### src/rtl/mem_stage_pkg.sv
// Shared types and widths for the MEM pipeline stage controller.
package mem_stage_pkg;

    localparam int unsigned DW         = 16;
    localparam int unsigned RD_W       = 4;
    localparam int unsigned WB_W       = 3;
    localparam int unsigned FLAG_W     = 3;
    localparam int unsigned MEM_W      = 2;
    localparam int unsigned MEM_WR_BIT = 0;
    localparam int unsigned MEM_RD_BIT = 1;

    typedef enum logic {
        ST_IDLE = 1'b0,
        ST_BUSY = 1'b1
    } mem_state_e;

    // Control half of an op parked while its memory access is outstanding
    typedef struct packed {
        logic [RD_W-1:0]   rd_addr;
        logic [WB_W-1:0]   wb;
        logic [FLAG_W-1:0] flags;
        logic              rd_en;
    } pend_t;

endpackage

### src/rtl/mem_stage_ctl_if.sv
// Data-memory request/ready bus between the MEM stage (master) and data memory (slave).
interface mem_stage_ctl_if #(
    parameter int unsigned DW = mem_stage_pkg::DW
) ();

    logic          dmem_req;
    logic          dmem_we;
    logic [DW-1:0] dmem_addr;
    logic [DW-1:0] dmem_wdata;
    logic [DW-1:0] dmem_rdata;
    logic          dmem_ready;

    modport master (
        output dmem_req,
        output dmem_we,
        output dmem_addr,
        output dmem_wdata,
        input  dmem_rdata,
        input  dmem_ready
    );

    modport slave (
        input  dmem_req,
        input  dmem_we,
        input  dmem_addr,
        input  dmem_wdata,
        output dmem_rdata,
        output dmem_ready
    );

endinterface

### src/rtl/mem_stage_ctl_memwb_reg.sv
// MEM/WB pipeline register: loads a full op, or a bubble that clears only the WB control.
module memwb_reg #(
    parameter int unsigned DW = mem_stage_pkg::DW
) (
    input  logic                              clk,
    input  logic                              rst_n,
    input  logic                              i_load,
    input  logic                              i_bubble,
    input  logic [DW-1:0]                     i_pc,
    input  logic [DW-1:0]                     i_result,
    input  logic [DW-1:0]                     i_rdata,
    input  logic [mem_stage_pkg::RD_W-1:0]    i_rd_addr,
    input  logic [mem_stage_pkg::WB_W-1:0]    i_wb,
    input  logic [mem_stage_pkg::FLAG_W-1:0]  i_flags,
    output logic [DW-1:0]                     o_pc,
    output logic [DW-1:0]                     o_result,
    output logic [DW-1:0]                     o_rdata,
    output logic [mem_stage_pkg::RD_W-1:0]    o_rd_addr,
    output logic [mem_stage_pkg::WB_W-1:0]    o_wb,
    output logic [mem_stage_pkg::FLAG_W-1:0]  o_flags
);

    // A bubble zeroes WB control so write-back does nothing; data fields keep their last value
    always_ff @(posedge clk or negedge rst_n) begin
        if (!rst_n) begin
            o_pc      <= '0;
            o_result  <= '0;
            o_rdata   <= '0;
            o_rd_addr <= '0;
            o_wb      <= '0;
            o_flags   <= '0;
        end else if (i_load) begin
            if (i_bubble) begin
                o_wb <= '0;
            end else begin
                o_pc      <= i_pc;
                o_result  <= i_result;
                o_rdata   <= i_rdata;
                o_rd_addr <= i_rd_addr;
                o_wb      <= i_wb;
                o_flags   <= i_flags;
            end
        end
    end

endmodule

### src/rtl/mem_stage_ctl.sv
// MEM stage controller: runs the data-memory handshake for EX/MEM ops and feeds MEM/WB.
// Optional BUSY timeout with bus_err pulse is built when MEM_TIMEOUT_EN is defined.
module mem_stage_ctl #(
    parameter int unsigned DW = mem_stage_pkg::DW
`ifdef MEM_TIMEOUT_EN
    ,
    parameter int unsigned TIMEOUT_CYCLES = 16
`endif
) (
    input  logic                              clk,
    input  logic                              rst,
    input  logic [DW-1:0]                     pc_in,
    input  logic [DW-1:0]                     alu_in,
    input  logic [DW-1:0]                     data_in,
    input  logic [mem_stage_pkg::RD_W-1:0]    rd_addr_in,
    input  logic [mem_stage_pkg::MEM_W-1:0]   mem_signals_in,
    input  logic [mem_stage_pkg::WB_W-1:0]    wb_signals_in,
    input  logic [mem_stage_pkg::FLAG_W-1:0]  flags_in,
    mem_stage_ctl_if.master                   dmem,
    output logic                              stall,
    output logic [DW-1:0]                     pc_out,
    output logic [DW-1:0]                     result_out,
    output logic [DW-1:0]                     rdata_out,
    output logic [mem_stage_pkg::RD_W-1:0]    rd_addr_out,
    output logic [mem_stage_pkg::WB_W-1:0]    wb_signals_out,
    output logic [mem_stage_pkg::FLAG_W-1:0]  flags_out,
    output logic                              bus_err
);
    import mem_stage_pkg::*;

    mem_state_e       r_state;
    pend_t            r_pend;
    logic [DW-1:0]    r_pend_pc;

    logic             w_access;
    logic             w_is_wr;
    logic             w_is_rd;
    logic             w_busy;
    logic             w_done;
    logic             w_abort;

    logic             w_wb_load;
    logic             w_wb_bubble;
    logic [DW-1:0]    w_wb_pc;
    logic [DW-1:0]    w_wb_result;
    logic [DW-1:0]    w_wb_rdata;
    logic [RD_W-1:0]  w_wb_rd;
    logic [WB_W-1:0]  w_wb_ctl;
    logic [FLAG_W-1:0] w_wb_flags;

    // 2'b11 counts as a write, so a load only when the write bit is clear
    assign w_access = |mem_signals_in;
    assign w_is_wr  = mem_signals_in[MEM_WR_BIT];
    assign w_is_rd  = mem_signals_in[MEM_RD_BIT] & ~w_is_wr;
    assign w_busy   = (r_state == ST_BUSY);
    assign w_done   = w_busy & dmem.dmem_ready;

`ifdef MEM_TIMEOUT_EN
    localparam int unsigned CNT_W = (TIMEOUT_CYCLES > 1) ? $clog2(TIMEOUT_CYCLES) : 1;
    localparam logic [CNT_W-1:0] CNT_LAST = CNT_W'(TIMEOUT_CYCLES - 1);

    logic [CNT_W-1:0] r_to_cnt;

    // Ready in the final allowed cycle still completes normally
    assign w_abort = w_busy & ~dmem.dmem_ready & (r_to_cnt == CNT_LAST);

    always_ff @(posedge clk or negedge rst) begin
        if (!rst) begin
            r_to_cnt <= '0;
            bus_err  <= 1'b0;
        end else begin
            bus_err  <= w_abort;
            r_to_cnt <= w_busy ? r_to_cnt + CNT_W'(1) : '0;
        end
    end
`else
    assign w_abort = 1'b0;
    assign bus_err = 1'b0;
`endif

    // Held low during reset so upstream never sees a stall with the pipeline cleared
    assign stall = rst & ((~w_busy & w_access) |
                          (w_busy & ~dmem.dmem_ready & ~w_abort));

    // Request FSM with latched address/data and the parked op
    always_ff @(posedge clk or negedge rst) begin
        if (!rst) begin
            r_state         <= ST_IDLE;
            dmem.dmem_req   <= 1'b0;
            dmem.dmem_we    <= 1'b0;
            dmem.dmem_addr  <= '0;
            dmem.dmem_wdata <= '0;
            r_pend          <= '0;
            r_pend_pc       <= '0;
        end else begin
            case (r_state)
                ST_IDLE: begin
                    if (w_access) begin
                        dmem.dmem_req   <= 1'b1;
                        dmem.dmem_we    <= w_is_wr;
                        dmem.dmem_addr  <= alu_in;
                        dmem.dmem_wdata <= data_in;
                        r_pend.rd_addr  <= rd_addr_in;
                        r_pend.wb       <= wb_signals_in;
                        r_pend.flags    <= flags_in;
                        r_pend.rd_en    <= w_is_rd;
                        r_pend_pc       <= pc_in;
                        r_state         <= ST_BUSY;
                    end
                end
                ST_BUSY: begin
                    if (w_done || w_abort) begin
                        dmem.dmem_req <= 1'b0;
                        r_state       <= ST_IDLE;
                    end
                end
                default: r_state <= ST_IDLE;
            endcase
        end
    end

    // MEM/WB source select: live op in IDLE, parked op on completion, bubble otherwise
    always_comb begin
        w_wb_load   = 1'b0;
        w_wb_bubble = 1'b0;
        w_wb_pc     = pc_in;
        w_wb_result = alu_in;
        w_wb_rdata  = '0;
        w_wb_rd     = rd_addr_in;
        w_wb_ctl    = wb_signals_in;
        w_wb_flags  = flags_in;
        if (!w_busy) begin
            w_wb_load   = 1'b1;
            w_wb_bubble = w_access;
        end else if (w_done) begin
            w_wb_load   = 1'b1;
            w_wb_pc     = r_pend_pc;
            w_wb_result = dmem.dmem_addr;
            w_wb_rdata  = r_pend.rd_en ? dmem.dmem_rdata : '0;
            w_wb_rd     = r_pend.rd_addr;
            w_wb_ctl    = r_pend.wb;
            w_wb_flags  = r_pend.flags;
        end else if (w_abort) begin
            w_wb_load   = 1'b1;
            w_wb_bubble = 1'b1;
        end
    end

    memwb_reg #(
        .DW (DW)
    ) u_memwb (
        .clk       (clk),
        .rst_n     (rst),
        .i_load    (w_wb_load),
        .i_bubble  (w_wb_bubble),
        .i_pc      (w_wb_pc),
        .i_result  (w_wb_result),
        .i_rdata   (w_wb_rdata),
        .i_rd_addr (w_wb_rd),
        .i_wb      (w_wb_ctl),
        .i_flags   (w_wb_flags),
        .o_pc      (pc_out),
        .o_result  (result_out),
        .o_rdata   (rdata_out),
        .o_rd_addr (rd_addr_out),
        .o_wb      (wb_signals_out),
        .o_flags   (flags_out)
    );

endmodule
### src/flat_wrapper.sv
// flat-port wrapper written by rule: the top's interface ports become plain ports
module mem_stage_ctl_flat import mem_stage_pkg::*;
#(
    parameter int unsigned DW = mem_stage_pkg::DW

)
  (clk, rst, pc_in, alu_in, data_in, rd_addr_in, mem_signals_in, wb_signals_in, flags_in, stall, pc_out, result_out, rdata_out, rd_addr_out, wb_signals_out, flags_out, bus_err, dmem_dmem_req, dmem_dmem_we, dmem_dmem_addr, dmem_dmem_wdata, dmem_dmem_rdata, dmem_dmem_ready);
  mem_stage_ctl_if #(.DW(DW)) dmem_i ();
  input  logic clk;
  input  logic rst;
  input  logic [DW-1:0] pc_in;
  input  logic [DW-1:0] alu_in;
  input  logic [DW-1:0] data_in;
  input  logic [mem_stage_pkg::RD_W-1:0] rd_addr_in;
  input  logic [mem_stage_pkg::MEM_W-1:0] mem_signals_in;
  input  logic [mem_stage_pkg::WB_W-1:0] wb_signals_in;
  input  logic [mem_stage_pkg::FLAG_W-1:0] flags_in;
  output logic stall;
  output logic [DW-1:0] pc_out;
  output logic [DW-1:0] result_out;
  output logic [DW-1:0] rdata_out;
  output logic [mem_stage_pkg::RD_W-1:0] rd_addr_out;
  output logic [mem_stage_pkg::WB_W-1:0] wb_signals_out;
  output logic [mem_stage_pkg::FLAG_W-1:0] flags_out;
  output logic bus_err;
  output wire logic [$bits(dmem_i.dmem_req)-1:0] dmem_dmem_req;
  output wire logic [$bits(dmem_i.dmem_we)-1:0] dmem_dmem_we;
  output wire logic [$bits(dmem_i.dmem_addr)-1:0] dmem_dmem_addr;
  output wire logic [$bits(dmem_i.dmem_wdata)-1:0] dmem_dmem_wdata;
  input wire logic [$bits(dmem_i.dmem_rdata)-1:0] dmem_dmem_rdata;
  input wire logic [$bits(dmem_i.dmem_ready)-1:0] dmem_dmem_ready;
  assign dmem_dmem_req = dmem_i.dmem_req;
  assign dmem_dmem_we = dmem_i.dmem_we;
  assign dmem_dmem_addr = dmem_i.dmem_addr;
  assign dmem_dmem_wdata = dmem_i.dmem_wdata;
  assign dmem_i.dmem_rdata = dmem_dmem_rdata;
  assign dmem_i.dmem_ready = dmem_dmem_ready;
  mem_stage_ctl #(.DW(DW)) u_core (.clk(clk), .rst(rst), .pc_in(pc_in), .alu_in(alu_in), .data_in(data_in), .rd_addr_in(rd_addr_in), .mem_signals_in(mem_signals_in), .wb_signals_in(wb_signals_in), .flags_in(flags_in), .dmem(dmem_i), .stall(stall), .pc_out(pc_out), .result_out(result_out), .rdata_out(rdata_out), .rd_addr_out(rd_addr_out), .wb_signals_out(wb_signals_out), .flags_out(flags_out), .bus_err(bus_err));
endmodule
### config.mk
export PLATFORM = sky130hd
export DESIGN_NAME = mem_stage_ctl_flat
export DESIGN_NICKNAME = d
export VERILOG_FILES = /design/src/rtl/mem_stage_pkg.sv /design/src/rtl/mem_stage_ctl_if.sv /design/src/rtl/mem_stage_ctl_memwb_reg.sv /design/src/rtl/mem_stage_ctl.sv /design/src/flat_wrapper.sv
export SDC_FILE = /design/constraint.sdc
export NUM_CORES = 1
export LEC_CHECK = 0
export ABC_AREA = 1
export CORE_MARGIN = 8
export CORE_UTILIZATION = 50
export DETAILED_ROUTE_END_ITERATION = 7
export PLACE_DENSITY = 0.95
export SETUP_SLACK_MARGIN = 0.2
export SYNTH_ARGS = -nofsm -noshare
export SYNTH_HDL_FRONTEND = slang
export SYNTH_HIERARCHICAL = 1
export SYNTH_SLANG_ARGS = --single-unit
### constraint.sdc
create_clock -name clk -period 2.5 [get_ports clk]
set_clock_uncertainty 0.15 [all_clocks]
set_input_delay 0.625 -clock clk [delete_from_list [all_inputs] [get_ports clk]]
set_output_delay 0.625 -clock clk [all_outputs]
set_load 0.05 [all_outputs]
* After elaboration in Yosys (flattened, before gate mapping)
Cells that the tools add are included.
** Cells by class
- Add/subtract/negate cells :: 0
- Multipliers :: 0
- Div/mod/pow operators :: 0
- Magnitude comparators :: 0
- Equality and inequality tests :: 2
- Shift-type cells :: 0
- Mux-type cells :: 23
- Bitwise logic cells :: 10
- Reductions and logical operators :: 4
** Operator list (count)
- $mux W16 :: 7
- $mux W3 :: 5
- $mux W4 :: 2
- $mux W1 :: 7
- $reduce_and A2 Y1 :: 3
- $and A1 B1 Y1 :: 5
- $not A1 Y1 :: 4
- $pmux W1 S2 :: 2
- $ne A2 B1 Y1 const B :: 1
- $ne A2 B2 Y1 const B :: 1
- $reduce_or A2 Y1 :: 1
- $or A1 B1 Y1 :: 1
** Storage, ports and cells
- Flip-flop bits (word level) :: 120
- Latch bits :: 0
- RAM bits :: 0
- Bits in read-only memories :: 0
- Output and inout port bits :: 94
- Memories :: 0

* Logic depth before layout (Yosys ltp)
Gate-level depths: netlist of run 1.
- Word-level depth :: 4
- Depth in mapped cells :: 9
- Gate-level depth less buffers :: 7

* Modules after synthesis
Netlist of run 1, hierarchy kept.
** By module, submodules not included
- mem_stage_ctl :: instances 1, cells an instance 437, area each 3005.4 um^2
- memwb_reg :: instances 1, cells an instance 253, area each 2336.0 um^2

* Worst setup path before layout of run 1
No wires, ideal clock.
- Path type :: in2out
- Start :: in dmem_dmem_ready
- End :: out stall
- Arrival time :: 1.834 ns
- Data required time :: 1.725 ns
- Setup slack :: -0.109 ns
- Cell stages on the path :: 4
- Cell sequence :: nand2_1 -> buf_2 -> nand2_1 -> a21oi_1
** Between the ends
- Cells in the longest elaborated chain, start to end :: 4
** RTL lines
- start, declared :: RTL line flat_wrapper.sv:31 : input wire logic [$bits(dmem_i.dmem_ready)-1:0] dmem_dmem_ready;
- $not A1 Y1 :: RTL line mem_stage_ctl.sv:83 : (w_busy & ~dmem.dmem_ready & ~w_abort));
- $and A1 B1 Y1 :: RTL line mem_stage_ctl.sv:83
- $or A1 B1 Y1 :: RTL line mem_stage_ctl.sv:82 : assign stall = rst & ((~w_busy & w_access) |
- $and A1 B1 Y1 :: RTL line mem_stage_ctl.sv:82
- end, declared :: RTL line flat_wrapper.sv:18 : output logic stall;
No other way between the ends.

* Worst setup path after layout of run 1
- Start :: reg u_core.r_state
- End :: out stall
** Between the ends
- Cells in the longest elaborated chain, start to end :: 4
- Elaborated cells on any way between the ends :: 5
- Those cells by class :: 5 x bitwise
** RTL lines
- start, declared :: RTL line mem_stage_ctl.sv:31 : mem_state_e r_state;
- start signal, assigned :: RTL line mem_stage_ctl.sv:88 : r_state <= ST_IDLE;
- start signal, assigned :: RTL line mem_stage_ctl.sv:108 : r_state <= ST_BUSY;
- start signal, assigned :: RTL line mem_stage_ctl.sv:114 : r_state <= ST_IDLE;
- $not A1 Y1 :: RTL line mem_stage_ctl.sv:82
- $and A1 B1 Y1 :: RTL line mem_stage_ctl.sv:82
- $or A1 B1 Y1 * :: RTL line mem_stage_ctl.sv:82
- $and A1 B1 Y1 * :: RTL line mem_stage_ctl.sv:82
Every way passes the cells marked *; elsewhere a longest branch is shown, timed or not.

==> metrics, run 1 <==
data required time of the critical path between 1.5 and 2 ns; largest net degree at the start of global routing 121; Final Wtd Congestion between 0.7 and 0.8; Leak roughly 4.3 nW; Via density 5.026; fin nets ~930; antenna cells 0; met2 Use GR between 30% and 40%; die width between 100 and 150 µm; GRT Max-Usage Layer met2; Clock Pin Slew Worst Setup and Hold Paths ~0.060 ns; warnings from Yosys 6; CTS Root Cell clkbuf_8; vias in the first global route 5124; sequential area share after synthesis 56.22%; die area ~14000 µm²; first-pass GRT wire length between 20000 and 30000 µm; crit path buf inv count 1; top achievable clock speed ~0.45 GHz; CTS tree built; Setup-failing EPs final 0; total CTS buffers 17; antenna violations before repair 1; num rows 37; Core Area ~10000 µm²; I/O pins ~170; Clock Tree Buf Depth 2; worst hold path class input pin to asynchronous set/reset pin; HPWL Detailed slightly below 10000 µm; wirelength, routed 15770 µm; gr ovfl total 0; GR Util met1 26.01%; Final Critical Period roughly 2.2 ns; Initial Util 51.51%; Syn-to-layout area delta 44.98%; Crit path largest cell delay approximately 0.45 ns; Slew Limit Headroom a little under three fifths; Slew Limit Fails 0; Total Routing Usage GR about 22%; Power Density approximately 1600 nW/µm²; Crit-path slowest cell dfrtp_1; Fin Setup TNS 0 ns; Die Ht 119.4 µm; layout cells sized above 1 about 6.6%; later-pin clock latency in the skew report 0.48 ns; WL/cell between 15 and 20 µm; Mapped Cells about 700; unrepaired setup endpoints after global routing false; Final ANT Viol Nets 0; CP Max Fanout 3; Crit Path Category flip-flop to primary output; max-cap violations 0; Synth cell types 14; Largest delay share family, worst path flip-flops; vias 5031; total power draw 12.38 mW; Critical Path Start Type flip-flop; Arr. time, crit path 1.46 ns; CP endpoint kind primary output; DRT Pass-1 Iters 5; Slew @ Worst Pin 0.6371 ns; 1st-iter DRT viols about 400; syn avg cell area around 7.7 µm²; met3 usage around 6.4%; critical path cell sequence nand2_2 -> nand2_4 -> a21oi_4 -> buf_12; Hold Vio Cnt, Final 0; IO buf count 171; Post-Syn Nets 769; maximum VDD drop 0.7960 mV; clk sink count 120; status finished clean; period utilization between 80% and 90%; # DRC 0; post-synth design cell area 5341 µm²; CTS H-tree lvls 4; hold_buf cts 0; synthesized flop and latch total 120
## synth_stat cells (all sizes together)
| cell type | instances | share of area, % |
|---|---|---|
| clkbuf | 5 | 0.35 |
| inv | 6 | 0.42 |
| nand3 | 58 | 5.4 |
| nand2 | 441 | 31 |
| conb | 1 | 0.070 |
| a21oi | 4 | 0.37 |
| dfrtp | 120 | 56 |
| o21ai | 1 | 0.16 |
| nor2 | 16 | 1.1 |
| buf | 38 | 4.7 |
## state kept, by name, summed over array words and instances, names as in the netlist, 3 cells and up
name / flops
u_core/dmem.dmem_addr: 16
u_core/dmem.dmem_wdata: 16
u_core/r_pend_pc: 16
u_core/u_memwb/o_pc: 16
u_core/u_memwb/o_rdata: 16
u_core/u_memwb/o_result: 16
u_core/r_pend: 11
u_core/u_memwb/o_rd_addr: 4
u_core/u_memwb/o_flags: 3
u_core/u_memwb/o_wb: 3
## layer usage
| metal | vias up | share of wire, % |
|---|---|---|
| li1 | 2444 | - |
| met1 | 2370 | 39 |
| met2 | 191 | 51 |
| met3 | 24 | 7.2 |
| met4 | 2 | 1.9 |
| met5 | - | 0.057 |
## per-stage QoR
stage / instance area [µm²] / hold WS (ns) / instances / utilization [%] / setup slack, ns
2_1_floorplan: 5353 / 0.1794 / 690 / - / 0.2955
3_3_place_gp: 7172 / 0.3027 / 967 / 69.16 / 0.1741
3_5_place_dp: 7172 / 0.3074 / 967 / 69.16 / 0.1367
4_1_cts: 7729 / 0.1233 / 1000 / 74.53 / 0.2205
5_1_grt: 7744 / 0.1358 / 1001 / 74.67 / 0.2120
6_report: 7744 / 0.09319 / 1001 / 74.67 / 0.2680
## path summary, 6_finish.rpt
path | start | end | depth (start not counted) | slack (ns)
max in group asynchronous | rst | u_core/r_pend_pc[1]$_DFFE_PN0P_ | 2 | 1.64
max reg2reg | u_core/r_state$_DFF_PN0_ | u_core/u_memwb/o_flags[1]$_DFFE_PN0P_ | 10 | 0.55
min | rst | u_core/dmem.dmem_wdata[3]$_DFFE_PN0P_ | 2 | 0.09
max | u_core/r_state$_DFF_PN0_ | stall | 4 | 0.27
min in group clk | u_core/u_memwb/o_result[9]$_DFFE_PN0P_ | u_core/u_memwb/o_result[9]$_DFFE_PN0P_ | 2 | 0.31
min reg2reg | u_core/u_memwb/o_result[9]$_DFFE_PN0P_ | u_core/u_memwb/o_result[9]$_DFFE_PN0P_ | 2 | 0.31
## layout make-up
class                      instances  area, µm²
sequential                       120       3003
fill                             820       2626
multi-input combinational        521       2077
timing repair buffer             186       1804
clock buffer                      20      445.4
clock inverter                    12      221.5
tap                              136      170.2
inverter                           6      22.52
## layout by cell type, fill, tap and decap left out, drive strengths merged
cell type	netlist	layout
clkinv	0	3
dlymetal6s2s	0	1
dfrtp	120	120
buf	38	17
clkdlybuf4s50	0	74
inv	6	6
nand3	58	58
nor2	16	16
conb	1	1
clkbuf	5	20
bufinv	0	6
a21oi	4	4
nand2	441	441
dlygate4sd2	0	94
o21ai	1	1
clkinvlp	0	3
## logic make-up (layout without fill, tap and decap cells)
group	after synthesis	in the layout	synth area share [%]
simple gates	515	515	37.69
flops	120	120	56.22
buf+inv	49	224	5.482
compound gates	5	5	0.5388
other cells	1	1	0.07021
## report_power, final
group	total (mW)	internal, mW	switching, mW
registers	3.40	2.86	0.538
logic	6.26	1.66	4.60
clock network	2.71	1.87	0.840
total	12.4	6.39	5.98
## what timing repair did
action,4_1_cts,5_1_grt
pin swaps,1,1
resized for setup,94,2
buffers inserted,1,1
setup endpoints to repair,93,1
Note: power is estimated with default switching activity, not from simulation.
==> run 2: changes to the inputs <==
CORE_UTILIZATION = 55   (was 50)
CTS_CLUSTER_DIAMETER = 30   (was unset)
DONT_BUFFER_PORTS = 1   (was unset)
PLACE_DENSITY = 0.79   (was 0.95)
RECOVER_POWER = 50   (was unset)
==> metrics, run 2 (synthesis results as in run 1) <==
crit path to stall; gr ovfl total 0; Syn-to-layout area delta 11.69%; most frequent cells in the layout 437 x nand2_1, 120 x dfrtp_1, 58 x nand3_1, 16 x clkbuf_16, 16 x nor2_1; vias roughly 4300; max-cap violations 0; fillers between 800 and 900; clk sink count 120; r2r worst-path depth 5; Setup-failing EPs final 0; Slew Limit Headroom 14.82%; CP endpoint kind primary output; period utilization 93.67%; footprint of the multi-input gates around 2100 µm²; Final Critical Period 2.342 ns; Arr. time, crit path 1.57 ns; total CTS buffers 17; fin nets around 760; Total Routing Usage GR 21.07%; later-pin clock latency in the skew report 0.52 ns; crit path from u_core/r_state$_DFF_PN0_; Reg area 3003 µm²; Final ANT Viol Nets 0; failing checks negative hold slack; layout cells sized above 1 7.370%; antenna cells 0; Fin Setup TNS 0 ns; num rows 36; wirelength, routed between 10000 and 15000 µm; CTS Root Cell clkbuf_8; status finished with violations; Slew Limit Fails 0; WL/cell roughly 17 µm; # DRC 0; Slew @ Worst Pin about 1.3 ns; Core Area 9594 µm²; Critical Path Start Type flip-flop; IO buf count 0; origin of the critical flop-to-flop path u_core/r_state$_DFF_PN0_; HPWL Detailed a little under 9000 µm; 1st-iter DRT viols between 400 and 500; Clock Pin Slew Worst Setup and Hold Paths 0.06 ns; top achievable clock speed 0.4270 GHz; Clock Tree Buf Depth 2; Final Wtd Congestion around 0.78; vias in the first global route 4092; worst hold path class input pin to asynchronous set/reset pin; first-pass GRT wire length between 20000 and 25000 µm; antenna violations before repair 0; I/O pins around 170; Via density ~5.2; commonest non-fill, non-tap cell in the layout nand2_1; largest net degree at the start of global routing approximately 120; DRT Pass-1 Iters 5; CTS tree built; Crit Path Category flip-flop to primary output; unrepaired setup endpoints after global routing false; worst reg2reg path endpoint u_core/r_pend[2]$_DFFE_PN0P_; data required time of the critical path 1.73 ns; CTS H-tree lvls 4; die area 13120 µm²; Initial Util between 50% and 60%; Hold Vio Cnt, Final 120; Min Hold Slack -0.3485 ns; Die Ht approximately 110 µm; Worst R2R Setup Slack between 0.3 and 0.4 ns; CP Max Fanout 3; die width approximately 110 µm
## run 2: how the worst min path moves through the flow
stage,from,to,slack (ns)
2_1_floorplan,rst,u_core/dmem.dmem_addr[0]$_DFFE_PN0P_,0.18
3_3_place_gp,rst,u_core/u_memwb/o_rdata[10]$_DFFE_PN0P_,0.18
3_5_place_dp,rst,u_core/u_memwb/o_rdata[8]$_DFFE_PN0P_,0.18
4_1_cts,rst,u_core/u_memwb/o_rdata[5]$_DFFE_PN0P_,-0.37
5_1_grt,rst,u_core/u_memwb/o_rdata[5]$_DFFE_PN0P_,-0.38
6_report,rst,u_core/u_memwb/o_rdata[5]$_DFFE_PN0P_,-0.35
## run 2: repair_timing
item                                   in CTS  in global routing
gates resized for setup                     3                  2
setup endpoints to repair                   1                  1
buffers inserted                            1                  2
pin swaps                                   1                  2
endpoints found under the hold margin     120                120
## run 2: through the flow
step	instance area [µm²]	std cells	worst slack (ns)	hold WS [ns]	utilization (%)
2_1_floorplan	5353	690	0.2955	0.1794	-
3_3_place_gp	5351	790	0.4059	0.1838	55.78
3_5_place_dp	5351	790	0.3481	0.1827	55.78
4_1_cts	5946	823	0.2111	-0.3703	61.97
5_1_grt	5966	825	0.1038	-0.3803	62.18
6_report	5966	825	0.1584	-0.3485	62.18
## run 2: layout make-up
| class | instances | share of cell area (%) |
|---|---|---|
| repair buffers | 13 | 1.867 |
| inverters | 6 | 0.4195 |
| flip-flops and latches | 120 | 50.34 |
| clock inverters | 10 | 2.097 |
| clock buffers | 22 | 7.592 |
| multi-input cells | 521 | 34.90 |
| well taps | 133 | 2.789 |
## run 2: routing by layer
metal  share of wire (%)  wire (µm)  track usage, %
met5                   0          0               0
met4                 1.4        189           7.720
met3                  12       1639           9.705
met2                  49       6692           33.79
met1                  38       5133           24.16
## run 2: worst max-delay path: stages (launching register included)
cell	delay [ns]
dfrtp_1	0.50
buf_6	0.15
nand2_4	0.06
a21oi_4	0.18
buf_12	0.16
Power of run 2 is not shown: default switching activity piles up to over one toggle a cycle in this logic, so the estimate is an artifact.
==> run 3: changes to the inputs <==
CORE_ASPECT_RATIO = 1.2   (was unset)
==> metrics, run 3 (synthesis results as in run 1) <==
finished layout cell area between 5000 and 6000 µm²; Final Critical Period around 2.2 ns; gr ovfl total 0; Die Ht roughly 120 µm; max-cap violations 0; CTS Root Cell clkbuf_16; Final Wtd Congestion between 0.7 and 0.8; period utilization 88.73%; antenna cells 0; wirelength, routed around 14000 µm; Slew @ Worst Pin ~1.2 ns; 1st-iter DRT viols between 200 and 300; num rows 39; Clock Tree Buf Depth 2; DRT Pass-1 Iters 5; WL/cell 17.23 µm; Hold Vio Cnt, Final 120; placed instance area approximately 5300 µm²; Critical Path Start Type flip-flop; largest net degree at the start of global routing around 120; vias in the first global route around 4200; CP Max Fanout 5; Min Hold Slack -0.2335 ns; total CTS buffers 17; Syn-to-layout area delta 9.909%; die area between 10000 and 15000 µm²; Total Routing Usage GR between 20% and 30%; data required time of the critical path roughly 1.7 ns; most frequent cells in the layout 437 x nand2_1, 120 x dfrtp_1, 58 x nand3_1, 17 x clkbuf_16, 16 x nor2_1; Slew Limit Headroom between 10% and 20%; Crit Path Category flip-flop to primary output; commonest non-fill, non-tap cell in the layout nand2_1; status finished with violations; Post-CTS Setup Inserts 0; Slew Limit Fails 0; Fin Setup TNS 0 ns; top achievable clock speed roughly 0.45 GHz; later-pin clock latency in the skew report 0.40 ns; antenna violations before repair 0; Clock Pin Slew Worst Setup and Hold Paths 0.05 ns; fin nets 753; cts repair resizes 0; Final ANT Viol Nets 0; CTS H-tree lvls 4; # DRC 0; worst hold path class input pin to asynchronous set/reset pin; clk sink count 120; Arr. time, crit path 1.44 ns; unrepaired setup endpoints after global routing false; IO buf count 0; Core Area ~9500 µm²; I/O pins around 170; first-pass GRT wire length approximately 22000 µm; failing checks negative hold slack; CP endpoint kind primary output; Initial Util about 56%; vias between 4000 and 5000; CTS tree built; layout cells sized above 1 5.994%; die width roughly 110 µm; Setup-failing EPs final 0; HPWL Detailed about 8800 µm; Via density between 5 and 6
==> run 3: per-layer routing <==
metal	GRT usage, %	vias up	share of wire, %
met1	24.20	2027	38
met3	9.472	25	11
met4	7.753	0	2.0
met5	0	-	0
li1	-	2071	-
met2	34.77	205	48
==> run 3: path summary, 6_finish.rpt <==
check,cells past startpoint,endpoint,slack (ns),startpoint
max,4,stall,0.28,u_core/r_state$_DFF_PN0_
min,0,u_core/u_memwb/o_rdata[8]$_DFFE_PN0P_,-0.23,rst
max reg2reg,5,u_core/r_pend_pc[9]$_DFFE_PN0P_,0.34,u_core/r_state$_DFF_PN0_
min reg2reg,2,u_core/r_pend[1]$_DFFE_PN0P_,0.33,u_core/r_pend[1]$_DFFE_PN0P_
max in group asynchronous,0,u_core/u_memwb/o_pc[1]$_DFFE_PN0P_,2.24,rst
min in group clk,1,u_core/r_pend[0]$_DFFE_PN0P_,0.16,mem_signals_in[0]
==> run 3: layout make-up <==
type,instances,area [µm²]
clock inverters,3,40.04
flip-flops and latches,120,3003
fillers,840,3596
inverters,6,22.52
clock buffers,26,509.2
well taps,123,153.9
repair buffers,8,70.07
multi-input cells,521,2072
==> run 3: critical path: stages, from the launching register on <==
cell and delay [ns]:
dfrtp_1 0.43, inv_1 0.20, o21ai_4 0.11, a21oi_4 0.16, buf_12 0.15
==> run 3: per-stage QoR <==
step	util [%]	setup WS [ns]	cells	hold WS (ns)
finish	62.01	0.2818	807	-0.2335
global route	62.01	0.1944	807	-0.2553
CTS	62.04	0.3237	807	-0.2488
detailed placement	56.24	0.3117	778	0.1828
global placement	56.24	0.3816	778	0.1836
floorplan	-	0.2955	690	0.1794
Power of run 3 is left out for the same reason.
